## config.mk

```make
export PLATFORM = sky130hd
export DESIGN_NAME = bp437_frame_seq
export DESIGN_NICKNAME = d
export VERILOG_FILES = /design/src/rtl/bp437_frame_seq.sv
export SDC_FILE = /design/constraint.sdc
export NUM_CORES = 1
export LEC_CHECK = 0
export BUFFER_PORTS_ARGS = -buffer_cell sky130_fd_sc_hd__buf_2
export CORE_ASPECT_RATIO = 0.75
export CORE_MARGIN = 5
export CORE_UTILIZATION = 65
export CTS_CLUSTER_DIAMETER = 80
export CTS_CLUSTER_SIZE = 12
export DETAILED_ROUTE_END_ITERATION = 8
export PLACE_DENSITY = 0.85
export SYNTH_ARGS = -nofsm -noshare
export SYNTH_HDL_FRONTEND = slang
export SYNTH_SLANG_ARGS = --single-unit
```

## constraint.sdc

```tcl
create_clock -name clk -period 8.4 [get_ports clk]
set_clock_uncertainty 0.15 [all_clocks]
set_input_delay 0.42 -clock clk [delete_from_list [all_inputs] [get_ports clk]]
set_output_delay 0.42 -clock clk [all_outputs]
set_load 0.03 [all_outputs]
```

## src/rtl/bp437_frame_seq.sv

```systemverilog
// Frame sequencer for the 4-way interleaved (4,3,7) Berlekamp-Preparata decoder.
// Feeds received symbols to the decoder, drops its pipeline-fill outputs and
// appends DELAY zero tail symbols so every input symbol yields one corrected
// 3-bit word on the output stream, tagged with first/last markers.
//
// Optional build macro BP437SEQ_CLR_EN: adds a CLEAR state, entered after reset
// and after every frame, that pushes DELAY zero symbols so no residual decoder
// state leaks into the next frame. Without it, FLUSH returns straight to IDLE.
//
// Handshake outputs s_ready, dec_ce and dec_r are decoded in the same cycle
// from registered state and m_ready. The decoder shifts only on cycles where
// the output register can take the word it presents, so its data is never lost.

module bp437_frame_seq #(
   parameter int unsigned DELAY = 28,
   parameter int unsigned LEN_W = 12
) (
   input  logic             clk,
   input  logic             rst,
   input  logic [3:0]       s_sym,
   input  logic             s_valid,
   input  logic             s_last,
   output logic             s_ready,
   output logic [3:0]       dec_r,
   output logic             dec_ce,
   input  logic [2:0]       dec_d,
   output logic [2:0]       m_data,
   output logic             m_valid,
   output logic             m_first,
   output logic             m_last,
   input  logic             m_ready,
   output logic             busy,
   output logic             ovf
);

   localparam int unsigned DW   = $clog2(DELAY + 1);
   localparam int unsigned CW   = LEN_W + DW + 1;
   localparam int unsigned MAXL = (32'd1 << LEN_W) - 32'd1;

   typedef enum logic [1:0] {
      IDLE  = 2'd0,
      RUN   = 2'd1,
      FLUSH = 2'd2,
      CLEAR = 2'd3
   } state_t;

`ifdef BP437SEQ_CLR_EN
   localparam state_t RST_STATE = CLEAR;
   localparam state_t END_STATE = CLEAR;
`else
   localparam state_t RST_STATE = IDLE;
   localparam state_t END_STATE = IDLE;
`endif

   state_t            state;
   logic [CW-1:0]     in_cnt;     // pushes issued this frame, tail included
   logic [LEN_W-1:0]  len;        // captured frame length
   logic [LEN_W-1:0]  out_cnt;    // words emitted this frame
   logic [DW-1:0]     clr_cnt;    // zero pushes issued in CLEAR
   logic              live;       // low for the first cycle out of reset

   logic              adv;
   logic              acc;
   logic              flush_push;
   logic              clr_push;
   logic              capture;
   logic              at_max;
   logic [CW-1:0]     k;

   // Same-cycle handshake: who pushes into the decoder and whether its word is kept
   always_comb begin
      adv        = ~m_valid | m_ready;
      k          = in_cnt + CW'(1);
      at_max     = (k == CW'(MAXL));
      s_ready    = 1'b0;
      flush_push = 1'b0;
      clr_push   = 1'b0;
      if (!rst) begin
         case (state)
            IDLE, RUN: s_ready    = live & adv;
            FLUSH:     flush_push = adv & (in_cnt < (CW'(len) + CW'(DELAY)));
`ifdef BP437SEQ_CLR_EN
            CLEAR:     clr_push   = (clr_cnt < DW'(DELAY));
`endif
            default:   ;
         endcase
      end
      acc     = s_valid & s_ready;
      capture = (acc | flush_push) & (in_cnt >= CW'(DELAY));
      dec_ce  = acc | flush_push | clr_push;
      dec_r   = acc ? s_sym : 4'd0;
   end

   assign busy = (state != IDLE);

   // Frame FSM, counters and registered output word
   always_ff @(posedge clk) begin
      if (rst) begin
         state   <= RST_STATE;
         in_cnt  <= '0;
         len     <= '0;
         out_cnt <= '0;
         clr_cnt <= '0;
         live    <= 1'b0;
         ovf     <= 1'b0;
         m_data  <= 3'd0;
         m_valid <= 1'b0;
         m_first <= 1'b0;
         m_last  <= 1'b0;
      end else begin
         live <= 1'b1;

         if (capture) begin
            m_data  <= dec_d;
            m_valid <= 1'b1;
            m_first <= (out_cnt == '0);
            m_last  <= (state == FLUSH) && ((out_cnt + LEN_W'(1)) == len);
            out_cnt <= out_cnt + LEN_W'(1);
         end else if (m_ready) begin
            m_valid <= 1'b0;
         end

         case (state)
            IDLE: begin
               if (acc) begin
                  in_cnt <= CW'(1);
                  if (s_last) begin
                     len   <= LEN_W'(1);
                     state <= FLUSH;
                  end else begin
                     state <= RUN;
                  end
               end
            end
            RUN: begin
               if (acc) begin
                  in_cnt <= k;
                  if (s_last || at_max) begin
                     len   <= LEN_W'(k);
                     state <= FLUSH;
                     if (!s_last) ovf <= 1'b1;
                  end
               end
            end
            FLUSH: begin
               if (flush_push) in_cnt <= k;
               if (out_cnt == len) begin
                  state   <= END_STATE;
                  in_cnt  <= '0;
                  out_cnt <= '0;
                  clr_cnt <= '0;
               end
            end
`ifdef BP437SEQ_CLR_EN
            CLEAR: begin
               if (clr_push) clr_cnt <= clr_cnt + DW'(1);
               else          state   <= IDLE;
            end
`endif
            default: state <= IDLE;
         endcase
      end
   end

endmodule

```

; Word level (Yosys, flattened, before mapping)
; Index checks and enable logic that the tools add are counted.
[classes]
n_lt_le_gt_ge = 2
muxes = 27
n_addsub = 3
n_reduce_logical = 13
n_bitwise = 8
n_eq_ne = 11
[op_table]
columns = op, n
row1 = $mux W12, 7
row2 = $mux W18, 4
row3 = $pmux W18 S3, 1
row4 = $eq A12 B12 Y1, 2
row5 = $pmux W12 S2, 1
row6 = $add A18 B1 Y18 const B, 1
row7 = $eq A18 B12 Y1 const B, 1
row8 = $ge A18 B5 Y1 const B, 1
row9 = $lt A18 B13 Y1, 1
row10 = $add A12 B5 Y13 const B, 1
row11 = $add A12 B1 Y12 const B, 1
row12 = $logic_not A12 Y1, 1
row13 = $reduce_and A4 Y1, 3
row14 = $mux W2, 5
row15 = $ne A2 B2 Y1 const B, 4
row16 = $mux W1, 7
row17 = $pmux W2 S3, 1
row18 = $reduce_bool A2 Y1, 3
row19 = $reduce_and A5 Y1, 1
row20 = $and A1 B1 Y1, 4
row21 = $mux W4, 1
row22 = $ne A3 B2 Y1 const B, 1
row23 = $reduce_bool A3 Y1, 1
row24 = $eq A2 B1 Y1 const B, 1
row25 = other kinds (8), 10
[word_totals]
output_inout_bits = 14
register_bits = 52
elab_cells = 74
input_bits = 12

; Longest topological paths before layout
; Gate-level depths: netlist (run 1).
[logic_depth]
depth_word = 11
ltp_mapped = 16
ltp_nobuf = 13

; Least setup slack after synthesis (run 1)
; Ideal clock, no wire load.
[synth_path]
path_kind = register -> register
from = register len[5]
to = register out_cnt[6]
synth_period_minus_slack_ns = 3.499
required_ns = 8.180
slack_ns = 4.901
setup_ns = 0.070
path_stages_with_launch = 16
n_path_buf = 2
arrival_time_ns = 3.279
cell_sequence = dfxtp_1 -> clkbuf_1 -> and3_1 -> and3_1 -> nand2_1 -> nor2_1 -> xnor2_1 -> ha_1 -> a21oi_1 -> nor3b_1 -> nor4b_1 -> o2111ai_1 -> a21o_1 -> clkbuf_1 -> or4b_1 -> a21oi_1
[synth_between]
elab_chain_len = 10
word_cells_on_any_way = 11
classes_between = 1 x add/sub / 1 x order compare / 1 x eq/ne / 5 x mux / 3 x bitwise
[synth_lines]
columns = item, line
row1 = "start, declared", 57  ; logic [LEN_W-1:0] len;
row2 = "start signal, assigned", 139  ; len <= LEN_W'(k);
row3 = $add A12 B5 Y13, 81  ; FLUSH: flush_push = adv & (in_cnt < (CW'(len) + CW'(DELAY)));
row4 = $lt A18 B13 Y1, 81
row5 = $and A1 B1 Y1, 81
row6 = $mux W1, 79  ; case (state)
row7 = $mux W1, 78  ; if (!rst) begin
row8 = $or A1 B1 Y1, 89  ; capture = (acc | flush_push) & (in_cnt >= CW'(DELAY));
row9 = $and A1 B1 Y1, 89
row10 = $mux W12, 113  ; if (capture) begin
row11 = $mux W12, 147  ; if (out_cnt == len) begin
row12 = $mux W12 (*), 123  ; case (state)
row13 = "end signal, assigned", 118  ; out_cnt <= out_cnt + LEN_W'(1);
row14 = "end, declared", 58  ; logic [LEN_W-1:0] out_cnt;
; Mark *: on every way between the ends. The rest lies on a longest branch, timed or not.
; A chain may end at the register's enable or synchronous reset.

; Final worst setup path (run 1)
[layout_path]
from = register len[5]
to = register m_last
[layout_between]
elab_chain_len = 7
word_cells_on_any_way = 9
classes_between = 1 x add/sub / 1 x order compare / 1 x eq/ne / 2 x mux / 3 x bitwise / 1 x reduce/logical
[layout_lines]
columns = item, line
row1 = $add A12 B5 Y13, 81
row2 = $lt A18 B13 Y1, 81
row3 = $and A1 B1 Y1, 81
row4 = $mux W1, 79
row5 = $mux W1, 78
row6 = $or A1 B1 Y1, 89
row7 = $and A1 B1 Y1, 89
row8 = "end signal, assigned", 117  ; m_last <= (state == FLUSH) && ((out_cnt + LEN_W'(1)) == len);
row9 = "end, declared", 30  ; output logic m_last,
; Several ways; a longest one is shown, not always the timed one.

==> results of run 1 <==
[through the flow]
step	hold WS, ns	cell area, um2	power, uW	setup slack, ns	std cells
detailed placement	0.293	3850	397	4.33	559
finish	0.173	3960	574	4.20	567
global route	0.204	3960	604	3.87	567
global placement	0.285	3850	394	4.50	559
floorplan	0.326	3770	363	4.90	485
CTS	0.177	3960	571	4.25	567
[power groups by stage]
| stage | Clock [uW] | Combinational [uW] | Sequential, uW |
|---|---|---|---|
| final | 180 | 133 | 261 |
| after global routing | 194 | 148 | 262 |
| after CTS | 180 | 131 | 260 |
| after detailed placement | 0 | 131 | 266 |
| after global placement | 0 | 128 | 266 |
| after floorplan | 0 | 99.9 | 263 |
[kinds of logic after synthesis]
group | count (synthesis) | synth area share, %
and+or+nand+nor | 203 | 27.9
AOI/OAI and AO/OA | 99 | 16.5
DFF | 52 | 27.6
xor gates and xnor gates | 46 | 10.7
buffers and inverters | 46 | 5.48
adders and majority gates | 22 | 7.30
muxes | 17 | 4.55
[metal layers]
layer / GRT usage, % / routed length (um) / part of all wire (%)
met4: 4.84 / 86 / 0.91
met5: 0 / 0 / 0
met2: 37.0 / 4060 / 43
met3: 5.14 / 805 / 8.5
met1: 39.8 / 4530 / 48
[path summary, 6_finish.rpt]
path	from	to	slack (ns)	depth (start not counted)
max reg2reg	len[5]$_SDFFE_PP0P_	m_last$_SDFFE_PP0P_	4.20	13
min reg2reg	m_first$_SDFFE_PP0P_	m_first$_SDFFE_PP0P_	0.30	2
max	len[5]$_SDFFE_PP0P_	m_last$_SDFFE_PP0P_	4.20	13
min	dec_d[2]	m_data[2]$_SDFFE_PP0P_	0.17	3
[cell type report]
| cell class | instances | area, um2 |
|---|---|---|
| timing repair buffer | 26 | 133 |
| inverter | 16 | 60.1 |
| fill | 468 | 1770 |
| multi-input combinational | 387 | 2520 |
| sequential | 52 | 1040 |
| tap | 78 | 97.6 |
| clock buffer | 5 | 68.8 |
| clock inverter | 3 | 42.5 |
[worst max-delay path, cell delays in order, from the launching register on]
cell and delay [ns]:
dfxtp_1 0.52, and3_1 0.26, and3_1 0.22, nand2_1 0.08, nor2_1 0.14, xnor2_1 0.13
ha_1 0.26, a21oi_1 0.15, nor3b_1 0.07, nor4b_1 0.26, o2111ai_1 0.46, a21o_1 0.57
or4_1 0.64, o31ai_1 0.19
[layout by cell type, fill, tap and decap left out, drive strengths merged, types with 6 or more instances in the layout]
cell | synthesis | routed
ha | 22 | 22
nand2b | 7 | 7
nor2 | 35 | 35
mux2i | 16 | 16
nand2 | 64 | 64
nand3 | 21 | 21
dfxtp | 52 | 52
o21ai | 22 | 22
nand4 | 10 | 10
and3 | 7 | 7
nor4 | 7 | 7
xor2 | 12 | 12
or3 | 6 | 6
xnor2 | 34 | 34
a21oi | 38 | 38
inv | 16 | 16
nor3 | 12 | 12
buf | 9 | 26
[synthesized netlist by cell type, drive strengths merged, types with 6 or more instances]
| cell | instances | share of area [%] |
|---|---|---|
| nand2b | 7 | 1.2 |
| mux2i | 16 | 4.2 |
| a21oi | 38 | 5.0 |
| nor4 | 7 | 1.2 |
| nand2 | 64 | 6.4 |
| inv | 16 | 1.6 |
| and3 | 7 | 1.2 |
| o21ai | 22 | 2.9 |
| xnor2 | 34 | 7.9 |
| dfxtp | 52 | 28 |
| clkbuf | 21 | 2.1 |
| nand4 | 10 | 2.1 |
| xor2 | 12 | 2.8 |
| buf | 9 | 1.8 |
| nor3 | 12 | 1.6 |
| ha | 22 | 7.3 |
| or3 | 6 | 1.0 |
| nor2 | 35 | 3.5 |
| nand3 | 21 | 2.8 |
[registers in the layout (all words and copies together), names as in the netlist, 2 cells and up]
name,cells
in_cnt,18
len,12
out_cnt,12
m_data,3
state,2
==> flow_metrics.py, run 1 <==
metrics = {
    "place": {
        "io_buffers": 25,
        "place_hpwl_um": 6920,
        "place_congestion": 0.927,
    },
    "die": {
        "rows": 24,
        "initial_core_util_pct": 65.7,
        "coreArea_um2": 5740,
        "die_y_um": 75.9,
        "dieArea_um2": 7440,
        "die_width_um": 97.9,
        "ios": 26,
    },
    "pwr": {
        "irDropWorstVdd_mv": 0.134,
        "p_clk_share_pct": 31.4,
        "power.internal_uw": 381,
        "leakage_uw": 0.00155,
        "p_seq_share_pct": 45.4,
        "power.density_nw_per_um2": 145,
        "comb_power_share_pct": 23.2,
        "switching_share_pct": 33.8,
        "power.switching_uw": 194,
    },
    "sta": {
        "tightest_slew_ns": 0.858,
        "final-hold-violation-count": 0,
        "max_freq_ghz": 0.238,
        "rsz0062_at_grt": "no",
        "maxSlewViolCount": 0,
        "tns_ns": 0,
        "slew_headroom_pct": 42.8,
        "fin_crit_ns": 4.20,
        "fin_crit_sh_pct": 50.0,
        "setup-violations-final": 0,
    },
    "clock_network": {
        "postCtsResizedCells": 0,
        "cts_sinks": 52,
        "cts_tree": "built",
        "ctsHoldBuffers": 0,
        "ctsLongestPathBuffers": 2,
        "clkLatencyLatePin_ns": 0.32,
        "clkTransAtPathRegs_ns": 0.10,
        "cts_setup_buffers": 0,
        "htree_levels": 2,
        "cts_root_buf": "clkbuf_8",
        "cts_buffers": 5,
    },
    "global_routing": {
        "grt_max_degree": 28,
        "grt_pass1_vias": 3216,
        "antenna_found_initial": 0,
        "grt_pass1_wl_um": 16100,
        "overflow": 0,
        "gr-usage-all-layers_pct": 25.8,
    },
    "critical_path": {
        "crit_fanout": 22,
        "critPathKind": "reg -> reg",
        "cp.arrival_ns": 4.28,
        "cp-end-kind": "register",
        "cp-start-kind": "register",
        "required_ns": 8.49,
    },
    "logic_synthesis": {
        "synth_cell_type_count": 62,
        "async_flop_share_pct": 0,
        "synth_edf_count": 0,
        "yosys_most_used_dff": "dfxtp_1",
        "synth_fp_nets": 519,
        "ys_seq_area_share_pct": 27.6,
        "syn_inst": 485,
        "synth_seq_cells": 52,
        "synth_area_um2": 3770,
        "ys_warn_count": 0,
        "avgSynthCellArea_um2": 7.77,
    },
    "cells_and_area": {
        "fin_util_pct": 69.1,
        "drive_gt1_share_pct": 8.79,
        "syn2layout_area_growth_pct": 5.18,
        "n_antenna_cell": 0,
        "nets": 522,
    },
    "route": {
        "vias": 3598,
        "wirelength_um": 9480,
        "drc_errors": 0,
        "wl_per_cell_um": 16.7,
        "drtPass1Iterations": 5,
        "postRouteAntennaNets": 0,
        "drt_iter0_markers": 364,
        "vias_per_cell": 6.35,
    },
    "hold_path": {
        "hold_class": "in -> reg",
    },
    "run_status": {
        "outcome": "finished clean",
    },
    "flow_run": {
        "maxCapViolations": 0,
    },
}
(Power assumes the default switching activity.)
==> run 2, diff against run 1 <==
--- a/config.mk
+++ b/config.mk
@@ -8,11 +8,11 @@
 export BUFFER_PORTS_ARGS = -buffer_cell sky130_fd_sc_hd__buf_2
 export CORE_ASPECT_RATIO = 0.75
 export CORE_MARGIN = 5
-export CORE_UTILIZATION = 65
+export CORE_UTILIZATION = 61
 export CTS_CLUSTER_DIAMETER = 80
 export CTS_CLUSTER_SIZE = 12
 export DETAILED_ROUTE_END_ITERATION = 8
-export PLACE_DENSITY = 0.85
+export PLACE_DENSITY = 0.8
 export SYNTH_ARGS = -nofsm -noshare
 export SYNTH_HDL_FRONTEND = slang
 export SYNTH_SLANG_ARGS = --single-unit
==> constraint.sdc (replaced) <==
create_clock -name clk -period 4.4 [get_ports clk]
set_clock_uncertainty 0.15 [all_clocks]
set_input_delay 0.22 -clock clk [delete_from_list [all_inputs] [get_ports clk]]
set_output_delay 0.22 -clock clk [all_outputs]
set_load 0.03 [all_outputs]
==> run 2 against run 1 <==
Power rose by 90%. Non-clock buffer count rose by 3. Worst hold slack got worse by 0.17 ns. Highest routed layer unchanged. Sequential share of layout area fell by 0.14 points. Utilization fell by 1.7 points. Maximum frequency rose by 6.2%. Count of clock-buffer cells in the layout rose by 1. Sequential power rose by 90%. Largest power group unchanged. Global-route usage fell by 1.6 points. Die area rose by 5.8%. Critical path type unchanged.
==> flow_metrics.py, run 2 (same netlist as run 1, synthesis figures left out) <==
metrics = {
    "critical_path": {
        "cp.arrival_ns": 4.02,
        "crit_fanout": 22,
        "critPathKind": "reg -> reg",
        "rr_worst_depth": 14,
        "endpoint": "m_last$_SDFFE_PP0P_",
        "cp-start-kind": "register",
        "rrSetupSlack_ns": 0.45,
        "r2r-start": "len[5]$_SDFFE_PP0P_",
        "crit_start": "len[5]$_SDFFE_PP0P_",
        "cp-end-kind": "register",
        "required_ns": 4.47,
        "reg2reg_to": "m_last$_SDFFE_PP0P_",
    },
    "route": {
        "wl_per_cell_um": 16.7,
        "postRouteAntennaNets": 0,
        "drc_errors": 0,
        "vias_per_cell": 6.45,
        "wirelength_um": 9530,
        "drtPass1Iterations": 5,
        "drt_iter0_markers": 446,
        "vias": 3675,
    },
    "pwr": {
        "power.switching_uw": 363,
        "comb_power_share_pct": 23.9,
        "power.internal_uw": 730,
        "switching_share_pct": 33.2,
        "irDropWorstVdd_mv": 0.303,
        "power.density_nw_per_um2": 274,
        "p_clk_share_pct": 30.6,
        "leakage_uw": 0.00157,
        "p_seq_share_pct": 45.5,
    },
    "die": {
        "coreArea_um2": 5920,
        "die_width_um": 101,
        "ios": 26,
        "rows": 24,
        "initial_core_util_pct": 63.7,
        "dieArea_um2": 7870,
        "die_y_um": 78.1,
    },
    "sta": {
        "tightest_slew_ns": 0.678,
        "maxSlewViolCount": 0,
        "timing.final.ws_setup_ns": 0.447,
        "tns_ns": 0,
        "fin_crit_ns": 3.95,
        "fin_crit_sh_pct": 89.8,
        "max_freq_ghz": 0.253,
        "slew_headroom_pct": 54.8,
        "rsz0062_at_grt": "no",
        "final-hold-violation-count": 0,
        "setup-violations-final": 0,
    },
    "place": {
        "io_buffers": 25,
        "place_ws_ns": 0.522,
        "place_hpwl_um": 7040,
        "dpl-instance-area_um2": 3870,
        "place_congestion": 0.922,
    },
    "run_status": {
        "outcome": "finished clean",
    },
    "cells_and_area": {
        "n_antenna_cell": 0,
        "nets": 525,
        "final_cell_mix": "nand2_1, dfxtp_1, a21oi_1",
        "largest_reg_flops": 18,
        "syn2layout_area_growth_pct": 5.74,
        "stdcell_area_um2": 3990,
        "drive_gt1_share_pct": 8.94,
        "final_common_cell": "nand2_1",
        "largest_register": "in_cnt",
        "fin_util_pct": 67.4,
        "reg.largest.list": "in_cnt: 18 flops, len: 12 flops, out_cnt: 12 flops",
    },
    "hold_path": {
        "hold_class": "in -> reg",
    },
    "clock_network": {
        "ctsLongestPathBuffers": 2,
        "cts_sinks": 52,
        "cts_tree": "built",
        "ctsHoldBuffers": 1,
        "clkTransAtPathRegs_ns": 0.10,
        "postCtsResizedCells": 0,
        "cts_setup_buffers": 0,
        "htree_levels": 2,
        "clkLatencyLatePin_ns": 0.32,
        "cts_buffers": 5,
        "cts_root_buf": "clkbuf_8",
    },
    "global_routing": {
        "grt_pass1_wl_um": 15700,
        "grt_max_degree": 28,
        "grt_pass1_vias": 3202,
        "gr-usage-all-layers_pct": 24.1,
        "overflow": 0,
        "antenna_found_initial": 0,
    },
    "flow_run": {
        "maxCapViolations": 0,
    },
}
==> run 2: cell types whose count changed in the layout (fill, tap and decap cells not counted), sizes merged <==
cell	delta
clkbuf	+1
buf	+2
clkinvlp	-1
dlygate4sd3	+1
==> run 2: metal layers <==
metal | vias to the layer above | part of all wire, % | track usage [%]
li1 | 1732 | - | -
met1 | 1719 | 46 | 35.8
met2 | 204 | 43 | 36.5
met3 | 20 | 10 | 4.61
met4 | 0 | 0.96 | 4.71
met5 | - | 0 | 0
==> run 2: worst min-delay path by stage <==
stage | start | endpoint | slack [ns] | cells past startpoint
final | dec_d[2] | m_data[2]$_SDFFE_PP0P_ | 0.008 | 3
after global routing | dec_d[2] | m_data[2]$_SDFFE_PP0P_ | 0.01 | 3
after CTS | dec_d[2] | m_data[2]$_SDFFE_PP0P_ | 0.004 | 3
after detailed placement | m_first$_SDFFE_PP0P_ | m_first$_SDFFE_PP0P_ | 0.29 | 2
after global placement | m_first$_SDFFE_PP0P_ | m_first$_SDFFE_PP0P_ | 0.29 | 2
after floorplan | dec_d[0] | m_data[0]$_SDFFE_PP0P_ | 0.21 | 2
==> run 2: final cells by class <==
cell class / count / area [um2]
Multi-Input combinational cell: 387 / 2520
Fill cell: 486 / 1930
Sequential cell: 52 / 1040
Timing Repair Buffer: 29 / 158
Tap cell: 78 / 97.6
Clock buffer: 6 / 72.6
Inverter: 16 / 60.1
Clock inverter: 2 / 35.0
==> run 2: critical path, stage by stage (launching register included) <==
cell       delay (ns)
dfxtp_1          0.55
and3_1           0.26
and3_1           0.20
nand2_1          0.06
nor2_1           0.13
xnor2_1          0.13
ha_1             0.26
a21oi_1          0.15
nor3b_1          0.07
nor4b_1          0.25
o2111ai_1        0.15
buf_4            0.20
a21o_1           0.43
or4_1            0.65
o31ai_1          0.22
==> run 2: power groups by stage <==
stage | Combinational, uW | Sequential, uW | Clock, uW
after floorplan | 191 | 503 | 0
after global placement | 250 | 507 | 0
after detailed placement | 256 | 508 | 0
after CTS | 258 | 497 | 336
after global routing | 283 | 499 | 360
final | 261 | 497 | 335
==> run 2: metrics by stage <==
step,hold WS [ns],cells,total power (uW)
after global placement,0.287,561,757
after detailed placement,0.294,561,764
after global routing,0.0132,570,1140
after CTS,0.00427,570,1090
final,0.00759,570,1090
after floorplan,0.214,485,694
